$ cat src/rtl/fifo_rr_push_arbiter.sv
// fifo_rr_push_arbiter: round-robin, burst-bounded sharing of one fifo write port among NUM_REQ producers
//   clk, rst (async, active-high)
//   req_valid/req_data/req_ready : per-producer valid/ready word interface, word i at [i*DATA_SIZE +: DATA_SIZE]
//   fifo_full/fifo_push/fifo_data : fifo write port, never pushes while full
//   grant_id/busy/stall_cnt       : current grant, GRANT-state flag, saturating full-stall cycle count
module fifo_rr_push_arbiter #(
    parameter int DATA_SIZE = 8,
    parameter int NUM_REQ   = 4,
    parameter int BURST_LEN = 4,
    localparam int GW = $clog2(NUM_REQ)
) (
    input  logic                         clk,
    input  logic                         rst,
    input  logic [NUM_REQ-1:0]           req_valid,
    input  logic [NUM_REQ*DATA_SIZE-1:0] req_data,
    output logic [NUM_REQ-1:0]           req_ready,
    input  logic                         fifo_full,
    output logic                         fifo_push,
    output logic [DATA_SIZE-1:0]         fifo_data,
    output logic [GW-1:0]                grant_id,
    output logic                         busy,
    output logic [15:0]                  stall_cnt
);
    localparam int BW = BURST_LEN > 1 ? $clog2(BURST_LEN) : 1;
    typedef enum logic {IDLE, GRANT} state_t;
    state_t         state, state_n;
    logic [GW-1:0]  rr_ptr, rr_n, grant_n, pick;
    logic [BW-1:0]  beat_cnt, beat_n;
    logic [15:0]    stall_n;
    logic           gv, accept, last;
    assign busy      = state == GRANT;
    assign gv        = req_valid[grant_id];
    assign accept    = busy & gv & ~fifo_full;
    assign last      = beat_cnt == BW'(BURST_LEN - 1);
    assign fifo_push = accept;
    assign fifo_data = busy ? req_data[grant_id*DATA_SIZE +: DATA_SIZE] : '0;
    assign req_ready = accept ? {{(NUM_REQ-1){1'b0}}, 1'b1} << grant_id : '0;
    // Walk offsets from far to near so the nearest valid index after rr_ptr wins.
    always_comb begin
        int j;
        j    = 0;
        pick = grant_id;
        for (int i = NUM_REQ - 1; i >= 0; i--) begin
            j = int'(rr_ptr) + i;
            j = j >= NUM_REQ ? j - NUM_REQ : j;
            if (req_valid[j]) pick = GW'(j);
        end
    end
    always_comb begin
        state_n = state;
        grant_n = grant_id;
        rr_n    = rr_ptr;
        beat_n  = beat_cnt;
        stall_n = stall_cnt;
        if (!busy) begin
            if (|req_valid) begin
                state_n = GRANT;
                grant_n = pick;
                beat_n  = '0;
            end
        end else if ((accept && last) || !gv) begin
            state_n = IDLE;
            rr_n    = grant_id == GW'(NUM_REQ - 1) ? '0 : grant_id + 1'b1;
            beat_n  = '0;
        end else if (accept) begin
            beat_n = beat_cnt + 1'b1;
        end else begin
            stall_n = stall_cnt == 16'hFFFF ? stall_cnt : stall_cnt + 1'b1;
        end
    end
    always_ff @(posedge clk or posedge rst) begin
        if (rst) begin
            state     <= IDLE;
            grant_id  <= '0;
            rr_ptr    <= '0;
            beat_cnt  <= '0;
            stall_cnt <= '0;
        end else begin
            state     <= state_n;
            grant_id  <= grant_n;
            rr_ptr    <= rr_n;
            beat_cnt  <= beat_n;
            stall_cnt <= stall_n;
        end
    end
endmodule
$ cat config.mk
export PLATFORM = sky130hd
export DESIGN_NAME = fifo_rr_push_arbiter
export DESIGN_NICKNAME = d
export VERILOG_FILES = /design/src/rtl/fifo_rr_push_arbiter.sv
export SDC_FILE = /design/constraint.sdc
export NUM_CORES = 1
export LEC_CHECK = 0
export CAP_MARGIN = 10
export CORE_MARGIN = 2
export CORE_UTILIZATION = 45
export CTS_CLUSTER_SIZE = 20
export DETAILED_ROUTE_END_ITERATION = 10
export PLACE_DENSITY = 0.88
export SLEW_MARGIN = 20
export SYNTH_ARGS = -nofsm -noshare
export SYNTH_HDL_FRONTEND = slang
export SYNTH_SLANG_ARGS = --single-unit
$ cat constraint.sdc
create_clock -name clk -period 4.5 [get_ports clk]
set_input_delay 1.125 -clock clk [delete_from_list [all_inputs] [get_ports clk]]
set_output_delay 1.125 -clock clk [all_outputs]
set_load 0.005 [all_outputs]
==> reports/metrics.yaml <==
vias: 1408
initial_core_util: 0.468
port_buffers: 70
powerDensity_nw_per_um2: 433
fp.dieH_um: 62.9
core_sq_um: 3340
yosysWarnings: 0
design.die.area_sq_um: 3960
syn-cell-area_sq_um: 1560
antenna_left: 0
cp.arrival_ps: 3050
gp_congestion: 0.821
grt_max_degree: 24
ir_drop_mv: 0.322
worstSetupPathType: "in2out"
instances_no_fill: 262
timing.fmax_ghz: 0.240
syn_inst: 146
p_leak_nw: 0.997
drc: 0
groute.usage.overall: 0.208
relSlewSlack: 0.425
finalCritPeriodShare: 0.927
antennaDiodeCount: 0
cp-start-kind: "primary input"
mostFrequentLayoutCells: "70 x clkdlybuf4s50_1, 23 x dfrtp_1, 14 x and2_1, 14 x xor2_1, 9 x mux4_2"
routed_wl_um: 3870
dr.pass1.iters: 4
dp.cells: 258
drv_cap: 0
clockRootBuffer: "clkbuf_4"
required_ps: 3380
grt.overflow.total: 0
hold_violations: 0
insertion_delay_ps: 320
cts_tree: "done"
yosysSeqAreaShare: 0.369
routedWlPerCell_um: 14.8
path_max_fanout: 7
syn-num-nets: 191
cts_made_buffers: 3
syn_avg_cell_area_sq_um: 10.7
cts_num_sinks: 23
status: "finished clean"
finalSetupViolations: 0
final_common_cell: "clkdlybuf4s50_1"
finalClockSkew_ps: 16.2
synth.top_cell.area_share: 0.369
grt_pass1_wl_um: 6620
die_x_um: 62.9
end_kind: "primary output"
clkTransAtPathRegs_ps: 130
avgViaCountPerCell: 5.37
synthDistinctLibCells: 37
ys_ff_latch: 23
ctsHoldBuffers: 0
fin_area_sq_um: 2330
utilization: 0.698
tns_ps: 0
fin_nets: 262
synth_edf_count: 0
p_total_mw: 1.01
cts.repair.resized: 0
cts_buffer_depth: 2
synthTopCellsByArea: "dfrtp_1 37%, mux4_2 13%, xor2_1 7.9%"
synth_top_area_cell: "dfrtp_1"
antenna_found_initial: 0
num_io_pins: 71
rsz0062_at_grt: "no"
finalCriticalPeriod_ps: 4170
syn_to_final_growth_pct: 49.2
synthFlopType: "dfrtp_1"
hp-class: "reg2reg"
grt_pass1_vias: 1409
cts_htree_levels: 1
hpwlAfterDp_um: 3070
postPlaceCellArea_sq_um: 2300
row_count: 21
drive_above_1_share: 0.106
slew_viol_final: 0
synthArstFlopShare: 1.00
worst_slew_pin_slew_ps: 862
post_cts_buffers: 0
drt_iter0_markers: 63
-- Yosys cell counts, types with 2 or more instances --
master     n
nor3_2     2
nor4_1     6
xor2_1    14
mux4_2     9
dfrtp_1   23
a21oi_1    3
mux2_2     4
o21ai_0    2
nand3_1    7
clkbuf_1   3
nor3_1     7
and2_1    14
and3_1     2
ha_1       6
nor2b_1    2
nor2_1     7
nand4_1    5
buf_2      2
inv_1      6
nand2_1    5
-- logic make-up after synthesis --
| logic type | count (synthesis) | share of synthesized area |
|---|---|---|
| buffers and inverters | 12 | 0.0353 |
| AND/OR/NAND/NOR | 64 | 0.247 |
| multiplexers | 14 | 0.165 |
| adder cells (fa/ha/maj) | 6 | 0.0481 |
| AO/OA/AOI/OAI | 12 | 0.0521 |
| XOR/XNOR | 15 | 0.0841 |
| flip-flops | 23 | 0.369 |
-- sequential cells by signal, summed over array words and instances (netlist names) --
name	flops
busy	1
beat_cnt	2
stall_cnt	16
rr_ptr	2
grant_id	2
-- layout make-up --
| class | instances | area, sq um |
|---|---|---|
| clock buffer | 3 | 22.5 |
| clock inverter | 1 | 5.00 |
| fill | 256 | 1010 |
| inverter | 6 | 22.5 |
| multi-input combinational | 111 | 931 |
| sequential | 23 | 576 |
| tap | 46 | 57.6 |
| timing repair buffer | 72 | 716 |
-- stage by stage --
step | worst slack, ps | hold slack [ps]
2_1_floorplan | 1260 | 470
3_3_place_gp | 363 | 485
3_5_place_dp | 320 | 489
4_1_cts | 311 | 506
5_1_grt | 227 | 545
6_report | 327 | 510
-- report_power, final --
part	leakage [nW]	internal (mW)	switching (mW)
Combinational	0.684	0.363	0.201
Sequential	0.295	0.257	0.0928
Clock	0.0177	0.0333	0.0625
-- critical path, cell delays in order --
cell and delay (ps):
clkdlybuf4s50_1 490, mux4_2 540, and3b_1 260, and2_1 180
clkdlybuf4s50_1 450
-- layer usage --
| metal | track usage | up-vias | share of wire |
|---|---|---|---|
| li1 | - | 675 | - |
| met1 | 0.275 | 685 | 0.40 |
| met2 | 0.370 | 43 | 0.54 |
| met3 | 0.0270 | 5 | 0.043 |
| met4 | 0.0333 | 0 | 0.010 |
| met5 | 0 | - | 0 |
-- final timing paths --
path	start	cells past startpoint	endpoint	slack, ps
min in group asynchronous	rst	2	stall_cnt[2]$_DFFE_PP0P_	1260
worst max register to register	grant_id[1]$_DFFE_PP0P_	4	stall_cnt[1]$_DFFE_PP0P_	2460
worst min register to register	stall_cnt[15]$_DFFE_PP0P_	1	stall_cnt[15]$_DFFE_PP0P_	510
worst max-delay path	req_valid[1]	5	req_ready[3]	330
max in group asynchronous	rst	2	stall_cnt[7]$_DFFE_PP0P_	2700
worst min-delay path	stall_cnt[15]$_DFFE_PP0P_	1	stall_cnt[15]$_DFFE_PP0P_	510
Power figures use the tool's default switching activity.
